<file path="src/rtl/hazard_squash_ctrl_pkg.sv">
// Shared encodings and types for the hazard / squash controller.
// Holds the PC mux and forwarding select codes, the tracking entry and the FSM states.
package hazard_squash_ctrl_pkg;

  localparam logic [1:0] PC_PLUS4   = 2'd0;
  localparam logic [1:0] PC_DEC_TGT = 2'd1;
  localparam logic [1:0] PC_EX_TGT  = 2'd2;

  localparam logic [1:0] FWD_RF  = 2'd0;
  localparam logic [1:0] FWD_EX  = 2'd1;
  localparam logic [1:0] FWD_MEM = 2'd2;
  localparam logic [1:0] FWD_WB  = 2'd3;

  typedef struct packed {
    logic       v;
    logic [4:0] rd;
    logic       ld;
  } trk_entry_t;

  typedef enum logic {
    ST_RUN,
    ST_WAIT_RES
  } state_t;

  // A load still in EX has no data yet, so it never forwards from that stage.
  function automatic logic [1:0] fwd_pick(trk_entry_t ex_e, trk_entry_t mem_e,
                                          trk_entry_t wb_e, logic [4:0] rs);
    if (rs == 5'd0)                               return FWD_RF;
    if (ex_e.v && !ex_e.ld && ex_e.rd == rs)      return FWD_EX;
    if (mem_e.v && mem_e.rd == rs)                return FWD_MEM;
    if (wb_e.v && wb_e.rd == rs)                  return FWD_WB;
    return FWD_RF;
  endfunction

endpackage

</file>
<file path="src/rtl/hazard_squash_ctrl_sat_counter.sv">
// Saturating up-counter: holds at all-ones instead of wrapping.
module sat_counter #(
  parameter int W = 16
) (
  input  logic         clk,
  input  logic         rst,
  input  logic         inc,
  output logic [W-1:0] cnt
);

  logic [W-1:0] cnt_reg;

  always_ff @(posedge clk or posedge rst) begin
    if (rst) begin
      cnt_reg <= '0;
    end else if (inc && cnt_reg != '1) begin
      cnt_reg <= cnt_reg + W'(1);
    end
  end

  assign cnt = cnt_reg;

endmodule

</file>
<file path="src/rtl/hazard_squash_ctrl.sv">
// Load-use stall, operand forwarding and control-flow squash control beside ID/EX.
// Tracks in-flight writers through EX/MEM/WB; no datapath of its own.
module hazard_squash_ctrl
  import hazard_squash_ctrl_pkg::*;
#(
  parameter int CNT_W = 16
) (
  input  logic             clk,
  input  logic             rst,
  input  logic             dec_valid,
  input  logic [5:0]       reg_rd_id,
  input  logic [4:0]       rs1_id,
  input  logic [4:0]       rs2_id,
  input  logic             dec_is_load,
  input  logic             resolve,
  input  logic             select_target_pc,
  input  logic             squash_after_J,
  input  logic             squash_after_JALR,
  input  logic             ex_taken,
  output logic             stall,
  output logic             flush_if,
  output logic             flush_id,
  output logic [1:0]       pc_sel,
  output logic [1:0]       fwd_rs1_sel,
  output logic [1:0]       fwd_rs2_sel,
  output logic [CNT_W-1:0] stall_cnt,
  output logic [CNT_W-1:0] squash_cnt
);

  trk_entry_t ex_reg, mem_reg, wb_reg, ex_next;
  state_t     state_reg, state_next;

  logic [4:0] rs_id   [2];
  logic [1:0] fwd_sel [2];
  logic [1:0] ld_hit;
  logic       ex_flush, load_use, jal_acc, ctl_acc;

  assign rs_id[0] = rs1_id;
  assign rs_id[1] = rs2_id;

  generate
    for (genvar gi = 0; gi < 2; gi++) begin : g_src
      assign fwd_sel[gi] = fwd_pick(ex_reg, mem_reg, wb_reg, rs_id[gi]);
      assign ld_hit[gi]  = ex_reg.v && ex_reg.ld && rs_id[gi] != 5'd0 &&
                           ex_reg.rd == rs_id[gi];
    end
  endgenerate

  // A resolving EX redirect wins over everything sitting in decode.
  assign ex_flush = !rst && state_reg == ST_WAIT_RES && ex_taken;
  assign load_use = !rst && dec_valid && (|ld_hit);
  assign stall    = load_use && !ex_flush;
  assign jal_acc  = !rst && dec_valid && squash_after_J && select_target_pc &&
                    !stall && !ex_flush;
  assign ctl_acc  = !rst && dec_valid && (resolve || squash_after_JALR) &&
                    !stall && !ex_flush;

  assign flush_if    = ex_flush || jal_acc;
  assign flush_id    = ex_flush;
  assign pc_sel      = ex_flush ? PC_EX_TGT : (jal_acc ? PC_DEC_TGT : PC_PLUS4);
  assign fwd_rs1_sel = rst ? FWD_RF : fwd_sel[0];
  assign fwd_rs2_sel = rst ? FWD_RF : fwd_sel[1];

  always_comb begin
    ex_next = '0;
    if (dec_valid && !stall && !flush_id) begin
      ex_next.v  = reg_rd_id[5] && reg_rd_id[4:0] != 5'd0;
      ex_next.rd = reg_rd_id[4:0];
      ex_next.ld = dec_is_load;
    end
  end

  always_comb begin
    state_next = ST_RUN;
    if (!ex_flush && ctl_acc) state_next = ST_WAIT_RES;
  end

  always_ff @(posedge clk or posedge rst) begin
    if (rst) begin
      state_reg <= ST_RUN;
      ex_reg    <= '0;
      mem_reg   <= '0;
      wb_reg    <= '0;
    end else begin
      state_reg <= state_next;
      ex_reg    <= ex_next;
      mem_reg   <= ex_reg;
      wb_reg    <= mem_reg;
    end
  end

  sat_counter #(.W(CNT_W)) u_stall_cnt (
    .clk (clk),
    .rst (rst),
    .inc (stall),
    .cnt (stall_cnt)
  );

  sat_counter #(.W(CNT_W)) u_squash_cnt (
    .clk (clk),
    .rst (rst),
    .inc (flush_if),
    .cnt (squash_cnt)
  );

endmodule

</file>
<file path="config.mk">
export PLATFORM = sky130hd
export DESIGN_NAME = hazard_squash_ctrl
export DESIGN_NICKNAME = d
export VERILOG_FILES = /design/src/rtl/hazard_squash_ctrl_pkg.sv /design/src/rtl/hazard_squash_ctrl_sat_counter.sv /design/src/rtl/hazard_squash_ctrl.sv
export SDC_FILE = /design/constraint.sdc
export NUM_CORES = 1
export LEC_CHECK = 0
export ABC_AREA = 1
export CORE_MARGIN = 10
export CORE_UTILIZATION = 51
export CTS_BUF_LIST = sky130_fd_sc_hd__clkbuf_4
export DETAILED_ROUTE_END_ITERATION = 8
export HOLD_SLACK_MARGIN = 0.03
export PLACE_DENSITY_LB_ADDON = 0.3
export SLEW_MARGIN = 30
export SYNTH_ARGS = -nofsm -noshare
export SYNTH_HDL_FRONTEND = slang
export SYNTH_SLANG_ARGS = --single-unit
</file>
<file path="constraint.sdc">
create_clock -name clk -period 5.5 [get_ports clk]
set_input_delay 0.825 -clock clk [delete_from_list [all_inputs] [get_ports clk]]
set_output_delay 0.825 -clock clk [all_outputs]
set_load 0.01 [all_outputs]
</file>
# Word-level counts from Yosys, hierarchy flattened
# Cells that the tools add are included.
# classes
n_addsub	2
eq_ne	8
muxes	42
reduce_logical	42
# ops
operator	count
2-bit 2-to-1 mux	19
16-bit by 1-bit adder with 16-bit output (second input constant)	2
16-bit != test (second input constant)	2
5-bit equality test	6
1-bit logical AND	30
1-bit 2-to-1 mux	22
5-bit nonzero test	3
5-bit logical NOT	2
7-bit 2-to-1 mux	1
1-bit logical NOT	4
1-bit logical OR	2
2-bit OR reduction	1
# word_totals
reg_bits	52
input_bits	25
out_inout_bits	41
word_cells	104

# Longest topological paths before layout
# depth
word_depth	15
depth_mapped	13
mapped_depth_nobuf	12

# Cells and area by module
# Synthesis repeated with hierarchy kept, for this count alone.
# unflattened
cells_unflattened	471
hier_area_um2	3337.0
# modules_own_cells
mod	n_inst	cells_per_inst	area_per_inst_um2	seq_area_each_um2
sat_counter	2	150	1069.8	400.4
hazard_squash_ctrl	1	171	1197.4	500.5

# Least setup slack after synthesis
# No wires, ideal clock.
# synth_timing
path_kind	input -> output
startpoint	in rst
endpoint	out flush_if
arrival_time_ns	3.140
required_ns	4.675
slack_ns	1.535
cell_stages	9
n_path_buf	2
path_cell_list	inv_1 -> nand3_1 -> nand2_1 -> nor2_1 -> nand2_2 -> nand2_2 -> nand2_2 -> buf_6 -> buf_8
# synth_between
elab_chain_cells	9
elab_cells_between_ends	13
classes_between	reduce/logical (13)
# synth_rtl
element	line_no	source
from (decl)	hazard_squash_ctrl.sv:9	input logic rst,
1-bit logical NOT (no line) (*)	--	
1-bit logical AND (2 in series)	hazard_squash_ctrl.sv:50	assign ex_flush = !rst && state_reg == ST_WAIT_RES && ex_taken;
1-bit logical NOT	hazard_squash_ctrl.sv:52, hazard_squash_ctrl.sv:54	
1-bit logical AND	hazard_squash_ctrl.sv:52	assign stall = load_use && !ex_flush;
1-bit logical NOT	hazard_squash_ctrl.sv:54	!stall && !ex_flush;
1-bit logical AND	hazard_squash_ctrl.sv:53	assign jal_acc = !rst && dec_valid && squash_after_J && select_target_pc &&
1-bit logical AND	hazard_squash_ctrl.sv:54	
1-bit logical OR (*)	hazard_squash_ctrl.sv:58	assign flush_if = ex_flush || jal_acc;
to (decl)	hazard_squash_ctrl.sv:21	output logic flush_if,
# Every way passes the cells marked *; elsewhere a longest branch is shown, timed or not.

# Final worst setup path
# layout_timing
startpoint	in rs1_id[3]
endpoint	out flush_if
# layout_between
elab_chain_cells	10
elab_cells_between_ends	11
classes_between	eq/ne (1); reduce/logical (10)
# layout_rtl
element	line_no	source
from (decl)	hazard_squash_ctrl.sv:12	input logic [4:0] rs1_id,
5-bit nonzero test	hazard_squash_ctrl.sv:44	assign ld_hit[gi] = ex_reg.v && ex_reg.ld && rs_id[gi] != 5'd0 &&
1-bit logical AND	hazard_squash_ctrl.sv:44	
1-bit logical AND (*)	hazard_squash_ctrl.sv:44	
2-bit OR reduction (*)	hazard_squash_ctrl.sv:51	assign load_use = !rst && dec_valid && (|ld_hit);
1-bit logical AND (*)	hazard_squash_ctrl.sv:51	
1-bit logical AND (*)	hazard_squash_ctrl.sv:52	
1-bit logical NOT (*)	hazard_squash_ctrl.sv:54	
1-bit logical AND (*)	hazard_squash_ctrl.sv:53	
1-bit logical AND (*)	hazard_squash_ctrl.sv:54	
1-bit logical OR (*)	hazard_squash_ctrl.sv:58	
# Marked as above.

==> flow_summary.toml <==
[outcome]
status = "completed"

[sta]
finalSetupViolCount = 0
rsz0062_at_grt = "no"
slew_violations = 0
worstMarginPinSlew_ns = 0.581
worst_slack_ns = 1.67
period_minus_slack_ns = 3.83
max_freq_mhz = 261
finalCritPeriodShare_pct = 69.5
setup_tns_ns = 0
hold_violations = 0
skew_ns = 0.0102
slew-limit-headroom_pct = 61.3

[critical_path]
cp.required_ns = 4.68
critical_path_class = "in2out"
startpoint_type = "input pin"
cpPeakStageDelay_ns = 0.59
worstPathCellList = "clkdlybuf4s50_1 > inv_2 > nand2_1 > nand2_1 > nor2_2 > nand4_1 > nand2_2 > nand2_2 > nand2_2 > nand2_2 > clkdlybuf4s50_1"
crit_top_cell = "nand2_2"
worst_path_max_delay_cell = "clkdlybuf4s50_1"
end_kind = "output port"
path_max_fanout = 20
arrival_ns = 3.00

[detailed_routing]
drt_iter0_drc = 154
dr_wl_met2_um = 3760
firstDrtPassIters = 4
wl_met3_um = 474
ant_nets = 0
drc = 0
vias = 2820
routed_wl_um = 7460
avgRoutedWirePerCell_um = 13.7
top_layer = "met4"
viasPerCell = 5.19
routedLengthMet1_um = 3160

[clocking]
cts_sinks = 52
postCtsSetupRepairBufs = 0
clkLatencyLatePin_ns = 0.36
ctsHoldBuffers = 0
cts_root_buf = "clkbuf_4"
htree_levels = 2
cts_made_buffers = 5
clockBufferDepth = 2
clk_pin_slew_ns = 0.13
cts_tree = "done"
ctsResizeCount = 0

[yosys]
yosys.area_share.simple_pct = 33.2
yosys.area_share.xor_xnor_pct = 8.99
synth_compound_area_share_pct = 4.89
ys_ff_latch = 52
postSynth.asyncResetShare_pct = 100
synthAdderAreaFrac_pct = 0.828
synth.area.mux_share_pct = 0
ys_seq_area_share_pct = 43.1
syn_area_mm2 = 0.00302
ys.flop_type = "dfrtp_1"
yosysUniqueCellTypes = 29
synth_edf_count = 0
synth_top_family_by_area = "simple AND/OR/NAND/NOR gates"
synthesis.nets = 430
yosysWarningCount = 0
synthCells = 403
syn_area_per_cell_um2 = 7.50

[floorplan]
die_area_mm2 = 0.00940
rows = 27
die_h_um = 97.0
io_pins = 66
die_x_um = 97.0
initial_utilization_pct = 53.6
core_area_mm2 = 0.00564

[cells_and_area]
nFillCells = 487
layout.nets = 497
final_cell_mix = "nand2_1 (107), clkdlybuf4s50_1 (65), inv_1 (55)"
antenna_cells = 0
final_common_cell = "nand2_1"
synthToLayoutAreaGrowth_pct = 25.5
final_layout_size_suffix_gt1_share_pct = 4.46

[grt]
antenna_found_initial = 0
grtUsageTotal_pct = 16.0
grt_pass1_wl_um = 13000
grt_pass1_vias = 2813
gr-total-overflow = 0
grt_max_degree = 49

[place]
hpwlAfterDp_um = 5880
port_buffers = 65
dp_slack_ns = 1.67
place.gp.congestion = 0.939

[job]
cap_violations = 0

[pwr]
vdd_ir_drop_max_mv = 0.192
power.density_mw_per_mm2 = 205
power.leakage_nw = 1.88

[worst_hold_path]
hp-class = "reg2reg"
[cell type report]
cell class	count	area [um^2]	share of cell area, %
Clock buffer	5	37.5	0.989
Sequential cell	52	1300	34.3
Tap cell	72	90.1	2.37
Clock inverter	3	37.5	0.989
Multi-Input combinational cell	286	1450	38.2
Inverter	59	221	5.84
Timing Repair Buffer	66	658	17.3
[Yosys cell counts (2+ instances only)]
cell	n	share of area, %
nand2_1	107	13
inv_1	56	7.0
dfrtp_1	52	43
nor2_1	46	5.7
nand3_1	38	6.3
xor2_1	23	6.7
nand4_1	14	2.9
a21oi_1	8	1.3
o22ai_1	8	1.7
xnor2_1	8	2.3
nor3_1	7	1.2
nand2_2	5	1.0
o21ai_0	5	0.83
inv_2	3	0.37
nor4_1	3	0.62
buf_2	2	0.33
buf_4	2	0.50
ha_1	2	0.83
nand3_2	2	0.66
nor2_2	2	0.41
o2111ai_1	2	0.58
[stage by stage]
stage          util, %  hold WS [ns]  instances  power, mW  cell area, um^2
4_1_cts           67.2         0.423        543      0.788             3790
5_1_grt           67.2         0.445        543      0.829             3790
3_5_place_dp      65.9         0.391        535      0.579             3720
3_3_place_gp      65.9         0.391        535      0.575             3720
6_report          67.2         0.421        543      0.778             3790
2_1_floorplan        -         0.362        403      0.509             3020
[path summary, 6_finish.rpt]
check                                                       end  slack, ns  depth (start not counted)                            start
worst max-delay path                                   flush_if       1.67                         11                        rs1_id[3]
worst min-delay path                        wb_reg[6]$_DFF_PP0_       0.42                          0             mem_reg[6]$_DFF_PP0_
worst max register to register  u_squash_cnt.cnt[8]$_DFFE_PP0P_       3.41                          7  u_squash_cnt.cnt[0]$_DFFE_PP0P_
worst min register to register              wb_reg[6]$_DFF_PP0_       0.42                          0             mem_reg[6]$_DFF_PP0_
max in group asynchronous                   ex_reg[2]$_DFF_PP0_       4.01                          3                              rst
min in group asynchronous                  mem_reg[5]$_DFF_PP0_       0.67                          2                              rst
[report_power, final]
| group | internal, mW | switching [mW] |
|---|---|---|
| clock network | 0.0930 | 0.113 |
| registers | 0.403 | 0.0274 |
| logic | 0.0686 | 0.0720 |
[per-layer routing]
metal | vias up | global-route usage [%]
li1 | 1418 | -
met5 | - | 0
met4 | 0 | 3.61
met1 | 1324 | 18.1
met2 | 72 | 28.2
met3 | 6 | 5.11
[cells by family (layout without fill, tap and decap cells)]
family / Yosys count / in the layout
and+or+nand+nor: 228 / 228
buffers and inverters: 65 / 133
DFF: 52 / 52
xor gates and xnor gates: 31 / 31
AOI/OAI and AO/OA: 25 / 25
adders and majority gates: 2 / 2
[critical path, delay by kind of cell]
kind,cells,cell delay [ns]
buffers and inverters,3,1.25
AND/OR/NAND/NOR,8,0.94
Note: power is estimated with default switching activity, not from simulation.
